===== config.mk =====
export PLATFORM = sky130hd
export DESIGN_NAME = tacho_capture
export DESIGN_NICKNAME = d
export VERILOG_FILES = /design/src/rtl/tacho_capture.sv
export SDC_FILE = /design/constraint.sdc
export NUM_CORES = 1
export LEC_CHECK = 0
export BUFFER_PORTS_ARGS = -buffer_cell sky130_fd_sc_hd__buf_2
export CORE_AREA = 2 2 154 156
export DETAILED_ROUTE_END_ITERATION = 6
export DIE_AREA = 0 0 156 158
export SLEW_MARGIN = 20
export SYNTH_ARGS = -nofsm -noshare
export SYNTH_HDL_FRONTEND = slang
export SYNTH_SLANG_ARGS = --single-unit

===== constraint.sdc =====
create_clock -name I_clk -period 5.11 [get_ports I_clk]
set_clock_uncertainty 0.15 [all_clocks]
set_input_delay 1.022 -clock I_clk [delete_from_list [all_inputs] [get_ports I_clk]]
set_output_delay 1.022 -clock I_clk [all_outputs]
set_load 0.03 [all_outputs]

===== src/rtl/tacho_capture.sv =====
// -----------------------------------------------------------------------------
// tacho_capture
//   Receive side of the two-channel tachometer interface. Synchronizes and
//   glitch-filters the ch1/ch2 speed pulses, measures the ch1 period and the
//   ch1->ch2 phase in I_clk cycles, derives rotation direction and keeps a
//   signed up/down count of ch1 rising edges.
//
// Ports
//   I_clk          system clock (25 MHz)
//   I_reset_n      asynchronous active-low reset
//   I_spd1/I_spd2  asynchronous speed inputs, channel 1 / channel 2
//   I_enable       capture enable (level); low forces IDLE
//   I_load         single-cycle strobe, presets the pulse counter
//   I_init_pulse   pulse counter preset value
//   O_period       clocks between the last two ch1 rises (0 = stalled/unknown)
//   O_phase        clocks from a ch1 rise to the next ch2 rise
//   O_dir          0 = ch1 leads, 1 = ch2 leads
//   O_pulse_cnt    signed up/down ch1 edge count (modulo 2^32)
//   O_valid        one-cycle pulse whenever O_period is written
//   O_stalled      no ch1 rise seen for TIMEOUT clocks
// -----------------------------------------------------------------------------
module tacho_capture #(
  parameter int unsigned FILT_LEN = 4,
  parameter int unsigned TIMEOUT  = 25000000
) (
  input  logic        I_clk,
  input  logic        I_reset_n,
  input  logic        I_spd1,
  input  logic        I_spd2,
  input  logic        I_enable,
  input  logic        I_load,
  input  logic [31:0] I_init_pulse,
  output logic [31:0] O_period,
  output logic [31:0] O_phase,
  output logic        O_dir,
  output logic [31:0] O_pulse_cnt,
  output logic        O_valid,
  output logic        O_stalled
);

  localparam int unsigned CNT_W = 32;
  localparam int unsigned FLT_W = 4;
  localparam int unsigned NCH   = 2;

  localparam logic [FLT_W-1:0] FILT_LAST = FLT_W'(FILT_LEN - 1);
  localparam logic [CNT_W-1:0] TO_LAST   = CNT_W'(TIMEOUT - 1);
  localparam logic [CNT_W-1:0] CNT_MAX   = '1;
  localparam logic [CNT_W-1:0] CNT_ONE   = CNT_W'(1);

  typedef enum logic [1:0] {
    ST_IDLE = 2'd0,
    ST_ARM  = 2'd1,
    ST_RUN  = 2'd2
  } state_e;

  // ---------------------------------------------------------------------------
  // Input path: 2-flop synchronizer, run-length glitch filter, rise strobe.
  // Index 0 is ch1, index 1 is ch2.
  // ---------------------------------------------------------------------------
  logic [NCH-1:0]            meta_q, meta_d;
  logic [NCH-1:0]            sync_q, sync_d;
  logic [NCH-1:0]            filt_q, filt_d;
  logic [NCH-1:0]            rise_q, rise_d;
  logic [NCH-1:0][FLT_W-1:0] fcnt_q, fcnt_d;

  // Filter: the level flips on the FILT_LEN-th consecutive differing sample;
  // the rise strobe is registered alongside so it coincides with the new level.
  always_comb begin
    meta_d = {I_spd2, I_spd1};
    sync_d = meta_q;
    filt_d = filt_q;
    rise_d = '0;
    fcnt_d = '0;
    for (int i = 0; i < NCH; i++) begin
      if (sync_q[i] != filt_q[i]) begin
        if (fcnt_q[i] == FILT_LAST) begin
          filt_d[i] = sync_q[i];
          rise_d[i] = sync_q[i];
        end else begin
          fcnt_d[i] = fcnt_q[i] + FLT_W'(1);
        end
      end
    end
  end

  always_ff @(posedge I_clk or negedge I_reset_n) begin
    if (!I_reset_n) begin
      meta_q <= '0;
      sync_q <= '0;
      filt_q <= '0;
      rise_q <= '0;
      fcnt_q <= '0;
    end else begin
      meta_q <= meta_d;
      sync_q <= sync_d;
      filt_q <= filt_d;
      rise_q <= rise_d;
      fcnt_q <= fcnt_d;
    end
  end

  // ---------------------------------------------------------------------------
  // Measurement FSM and datapath
  // ---------------------------------------------------------------------------
  state_e           state_q, state_d;
  logic [CNT_W-1:0] per_cnt_q, per_cnt_d;
  logic [CNT_W-1:0] ph_cnt_q, ph_cnt_d;
  logic             win_q, win_d;
  logic [CNT_W-1:0] period_q, period_d;
  logic [CNT_W-1:0] phase_q, phase_d;
  logic             dir_q, dir_d;
  logic [CNT_W-1:0] pcnt_q, pcnt_d;
  logic             valid_q, valid_d;
  logic             stalled_q, stalled_d;

  logic r1_c;
  logic r2_c;
  logic timeout_c;

  assign r1_c      = rise_q[0];
  assign r2_c      = rise_q[1];
  assign timeout_c = (per_cnt_q == TO_LAST) && !r1_c;

  // State register
  always_ff @(posedge I_clk or negedge I_reset_n) begin
    if (!I_reset_n) begin
      state_q <= ST_IDLE;
    end else begin
      state_q <= state_d;
    end
  end

  // Next state and datapath updates
  always_comb begin
    state_d   = state_q;
    per_cnt_d = per_cnt_q;
    ph_cnt_d  = ph_cnt_q;
    win_d     = win_q;
    period_d  = period_q;
    phase_d   = phase_q;
    dir_d     = dir_q;
    pcnt_d    = pcnt_q;
    valid_d   = 1'b0;
    stalled_d = stalled_q;

    if (!I_enable) begin
      // Disable overrides everything, including a coincident r1.
      state_d   = ST_IDLE;
      per_cnt_d = '0;
      ph_cnt_d  = '0;
      win_d     = 1'b0;
      stalled_d = 1'b0;
    end else begin
      case (state_q)
        ST_IDLE: begin
          state_d   = ST_ARM;
          per_cnt_d = '0;
          ph_cnt_d  = '0;
          win_d     = 1'b0;
          stalled_d = 1'b0;
        end

        ST_ARM, ST_RUN: begin
          per_cnt_d = (per_cnt_q == CNT_MAX) ? per_cnt_q : per_cnt_q + CNT_ONE;
          if (win_q) begin
            ph_cnt_d = ph_cnt_q + CNT_ONE;
          end

          if (r1_c) begin
            // ch2 already high at a ch1 rise means ch2 leads.
            per_cnt_d = '0;
            dir_d     = filt_q[1];
            pcnt_d    = filt_q[1] ? pcnt_q - CNT_ONE : pcnt_q + CNT_ONE;
            stalled_d = 1'b0;
            state_d   = ST_RUN;
            if (state_q == ST_RUN) begin
              period_d = per_cnt_q + CNT_ONE;
              valid_d  = 1'b1;
            end
            // Open (or restart) the phase window unless ch2 rose together.
            ph_cnt_d = '0;
            if (r2_c) begin
              phase_d = '0;
              win_d   = 1'b0;
            end else begin
              win_d   = 1'b1;
            end
          end else begin
            if (r2_c && win_q) begin
              phase_d = ph_cnt_q + CNT_ONE;
              win_d   = 1'b0;
            end
            if (timeout_c) begin
              period_d  = '0;
              stalled_d = 1'b1;
              valid_d   = 1'b1;
              per_cnt_d = '0;
              win_d     = 1'b0;
              state_d   = ST_ARM;
            end
          end
        end

        default: begin
          state_d = ST_IDLE;
        end
      endcase
    end

    // Preset wins over a coincident edge count, in every state.
    if (I_load) begin
      pcnt_d = I_init_pulse;
    end
  end

  // Datapath registers
  always_ff @(posedge I_clk or negedge I_reset_n) begin
    if (!I_reset_n) begin
      per_cnt_q <= '0;
      ph_cnt_q  <= '0;
      win_q     <= 1'b0;
      period_q  <= '0;
      phase_q   <= '0;
      dir_q     <= 1'b0;
      pcnt_q    <= '0;
      valid_q   <= 1'b0;
      stalled_q <= 1'b0;
    end else begin
      per_cnt_q <= per_cnt_d;
      ph_cnt_q  <= ph_cnt_d;
      win_q     <= win_d;
      period_q  <= period_d;
      phase_q   <= phase_d;
      dir_q     <= dir_d;
      pcnt_q    <= pcnt_d;
      valid_q   <= valid_d;
      stalled_q <= stalled_d;
    end
  end

  assign O_period    = period_q;
  assign O_phase     = phase_q;
  assign O_dir       = dir_q;
  assign O_pulse_cnt = pcnt_q;
  assign O_valid     = valid_q;
  assign O_stalled   = stalled_q;

endmodule

-- After elaboration in Yosys (flattened, before gate mapping)
Cells that the tools add are included.
Widths: inputs -> output; s select.
- flip-flop bits (word level): 182
- bits of input ports: 38
- $add $sub $neg: 6
- equality and inequality tests: 15
- muxes and demuxes: 47
- reductions and logical operators: 20
- operator list (operator ; number):
    $mux 32 ; 18
    $pmux 32 s2 ; 2
    $add 32x1->32 const B ; 3
    $eq 32x25->1 const B ; 1
    $eq 32x32->1 const B ; 1
    $sub 32x1->32 const B ; 1
    $mux 1 ; 17
    $mux 4 ; 4
    $reduce_and 2->1 ; 6
    $ne 5x5->1 const B ; 2
    $reduce_bool 2->1 ; 5
    $add 4x1->4 const B ; 2
    $eq 4x2->1 const B ; 2
    $ne 4x4->1 const B ; 2
    $reduce_and 4->1 ; 2
    $mux 2 ; 3
    $reduce_and 3->1 ; 2
    $ne 2x1->1 const B ; 2
    $pmux 1 s2 ; 2
    $pmux 2 s2 ; 1
    $ne 3x1->1 const B ; 1
    $eq 2x1->1 const B ; 1
    $eq 2x2->1 const B ; 1
    $logic_and 1x1->1 ; 2
    4 further kinds ; 5

-- Longest topological paths before layout
- word-level depth: 6
- depth in mapped cells: 11
- mapped depth without buffers: 10

-- Worst setup path after synthesis
Ideal clock, no wire load.
- kind: reg-to-reg
- start point: reg filt_q[1]
- end point: reg pcnt_q[28] (netlist: O_pulse_cnt[28])
- arrival: 3280 ps
- required time: 4874 ps
- slack: 1594 ps
- cell stages (with the launch flop): 11
- path buffers: 0
- period minus slack after synthesis: 3516 ps
- cells stage by stage: dfrtp_1 -> fa_1 -> a21oi_2 -> and4b_1 -> or4_4 -> a31oi_4 -> o21bai_4 -> a2111oi_2 -> nor3b_1 -> o2111a_1 -> nor3_1
- longest elaborated chain between the ends: 5
- ends and longest elaborated chain (element ; line ; text):
    from (decl) ; 62 ; logic [NCH-1:0] filt_q, filt_d;
    from (signal assigned) ; 96 ; filt_q <= filt_d;
    $mux 32 ; 173 ; pcnt_d = filt_q[1] ? pcnt_q - CNT_ONE : pcnt_q + CNT_ONE;
    $mux 32 ; 169 ; if (r1_c) begin
    $mux 32 ; 154 ; case (state_q)
    $mux 32 ; 146 ; if (!I_enable) begin
    $mux 32 ; 211 ; if (I_load) begin
    to (signal assigned) ; 235 ; pcnt_q <= pcnt_d;
    to (decl) ; 112 ; logic [CNT_W-1:0] pcnt_q, pcnt_d;
No other way between the ends. The select of a mux whose other input is x is not followed.
A chain may end at the register's enable or synchronous reset.

-- Worst setup path after layout
Same ends and word-level chain as after synthesis.

==> results.ini <==
[outcome]
outcome=finished clean

[layout]
fin_util_pct=50.79
area_delta_synth_final_pct=14.46
antenna_cells=0
finalNonFillerCells=1567
post_route_cells_drive_above_1_share_pct=16.13
n_fill_cell=2209
layout_commonest_cell=o21ai_0
final_cell_mix=o21ai_0 (185), dfrtp_1 (182), nand2_1 (172), buf_2 (135), nor2_1 (85)
final_nets=1340
design_area_mm2=0.01171

[power_and_ir_drop]
power.switching_mw=1.703
power_frac_comb_pct=36.3
p_int_mw=2.826
swShare_pct=37.60
powerDensity_mw_per_mm2=386.9
p_seq_share_pct=34.9
power_frac_clock_pct=28.8
leakage_nw=5.371
max-vdd-ir-drop_mv=0.2274

[critical_path]
cp.required_ns=5.30
crit_slowest_cell=dfrtp_1
critPathMaxStageDelay_ns=0.67
start_kind=register
crit_type=reg -> reg
reg2reg_depth=10
path_cells=fa_1 > a21oi_2 > and4b_1 > or4_4 > a31oi_4 > o21bai_4 > a2111oi_2 > nor3b_1 > o2111a_1 > nor3_1
cp-end-kind=register
cp_max_fo=19
crit_arrival_ns=3.88

[synth]
synth-adder-area-share_pct=4.722
syn_inst=1164
synthesis.area_mm2=0.01023
synth_top_cell_by_area=dfrtp_1
synth_top_flop_cell=dfrtp_1
synth_xor_area_share_pct=7.450
synthArstFlopShare_pct=100.0
yosysSeqAreaShare_pct=44.53
synth_top_family_by_area=compound AO/OA/AOI/OAI gates
yosysTopAreaCellShare_pct=44.53
synth-edff-count=0
yosysWarnings=0
synth-seq-cells=182
muxShareOfSynthArea_pct=0.7217
synth_cell_types=71
synth.area.top_cells=dfrtp_1 (45%), o21ai_0 (9.1%), nand2_1 (6.3%), ha_1 (4.5%), xnor2_1 (4.4%)
avgSynthCellArea_um2=8.787
synth_compound_area_share_pct=20.33
synth_fp_nets=1240
post_synth_and_or_nand_nor_area_fraction_pct=18.96

[run]
max_cap_viol_count=0

[hold_path]
min_path_type=reg -> reg
holdPathStages=0

[cts]
clockBufferDepth=2
ctsResizeCount=0
hold_buffers=0
htreeDepth=4
path_clk_slew_ns=0.07
cts_tree=yes
cts.sinks=182
clk_latency_ns=0.43
cts_buffers=17
cts_setup_buffers=0
cts_root_buffer=clkbuf_16

[global_route]
grt_pass1_wl_mm=42.05
grt_use_total_pct=20.89
overflow=0
grt_pass1_vias=8363
grt_max_degree=116
grt_antenna_before_repair=0

[placed_design]
finalWeightedCongestion=0.8920
port_buffers=136
dp.cells=1535
place_area_mm2=0.01113
hpwl_mm=17.52

[drt]
drtPass1Iterations=5
viasPerCell=5.546
drcViolationCount=0
vias=8691
wire_per_inst_um=16.18
antenna_left=0
wirelength_mm=25.36
drtIter0Drc=487

[die]
dieHeight_um=158
start_util_pct=44.37
die_x_um=156
core_mm2=0.02305
die_area_mm2=0.02465
io_pins=137
rows=56

[timing]
slew_violations=0
finalSetupViolCount=0
max_freq_mhz=271.3
period_needed_ns=3.686
slew_headroom_pct=34.04
worst_pin_slew_ns=0.9857
fin_tns_setup_ns=0
rsz0062_at_grt=no
finalHoldViolCount=0
timing.final.crit_share_pct=72.14

-- per-layer routing --
layer	track usage, %	share of wire [%]	up-vias
met5	0	0	-
met4	5.286	1.1	0
met3	3.504	3.8	22
met2	33.71	46	196
met1	29.36	49	4160
li1	-	-	4313
-- power groups by stage --
stage                     Sequential (mW)  Combinational (mW)  Clock [mW]
after global placement               1.61                1.63           0
final                                1.58                1.65        1.30
after detailed placement             1.61                1.63           0
after CTS                            1.58                1.64        1.35
after global routing                 1.59                1.84        1.39
after floorplan                      1.65                1.18           0
-- registers in the layout (all words and copies together), names as in the netlist, 2 cells and up --
signal	flops
meta_q	2
O_phase	32
O_period	32
fcnt_q	8
O_pulse_cnt	32
sync_q	2
filt_q	2
per_cnt_q	32
ph_cnt_q	32
state_q	2
rise_q	2
-- worst max-delay path, delay by kind of cell, from the launching register on --
family / cells / cell delay, ns
simple gates: 4 / 1.05
compound gates: 5 / 1.17
flops: 1 / 0.67
fa+ha+maj: 1 / 0.56
-- logic make-up after synthesis --
group                    after synthesis
AND/OR/NAND/NOR                      412
multiplexers                           7
adder cells (fa/ha/maj)               38
AO/OA/AOI/OAI                        352
buffers and inverters                 86
XOR/XNOR                              87
flip-flops                           182
-- worst paths after layout --
| path | startpoint | end | slack [ns] |
|---|---|---|---|
| setup / recovery | filt_q[1]$_DFFE_PN0P_ | O_pulse_cnt[28]$_DFFE_PN0P_ | 1.42 |
| hold reg to reg | meta_q[0]$_DFF_PN0_ | sync_q[0]$_DFF_PN0_ | 0.20 |
| min in group asynchronous | I_reset_n | meta_q[0]$_DFF_PN0_ | 0.58 |
| setup reg to reg | filt_q[1]$_DFFE_PN0P_ | O_pulse_cnt[28]$_DFFE_PN0P_ | 1.42 |
| max in group asynchronous | I_reset_n | O_phase[28]$_DFFE_PN0P_ | 3.28 |
| hold / removal | meta_q[0]$_DFF_PN0_ | sync_q[0]$_DFF_PN0_ | 0.20 |
-- per-stage QoR --
| step | setup WS (ns) | hold slack [ns] | total power, mW |
|---|---|---|---|
| after floorplan | 1.594 | 0.1812 | 2.837 |
| after global placement | 1.470 | 0.1861 | 3.239 |
| after detailed placement | 1.438 | 0.1855 | 3.237 |
| after CTS | 1.412 | 0.2033 | 4.566 |
| after global routing | 1.137 | 0.2066 | 4.817 |
| final | 1.424 | 0.2015 | 4.529 |
-- cells in the mapped netlist (all sizes together) (4+ instances only) --
master / count
nand4: 15
a21o: 18
nor3b: 5
inv: 16
clkbuf: 61
nand2: 172
o211ai: 4
a31oi: 10
nor2b: 9
o21ai: 188
nor4: 7
o21bai: 7
xnor2: 51
o21a: 5
a211oi: 7
buf: 9
or3: 7
nor3: 19
ha: 37
and4: 5
xor2: 36
and3: 24
and2: 6
a21oi: 60
nand2b: 4
a211o: 4
nand3b: 6
nand3: 38
nor2: 85
mux2i: 4
dfrtp: 182
o31ai: 33
-- layout make-up --
class	instances	area, um^2	share of cell area (%)
timing repair buffer	151	802.0	6.850
multi-input combinational	896	5358	45.76
sequential	182	4554	38.90
clock buffer	17	425.4	3.634
clock inverter	15	145.1	1.240
inverter	16	60.06	0.5130
tap	290	362.8	3.099
(Power assumes the default switching activity.)
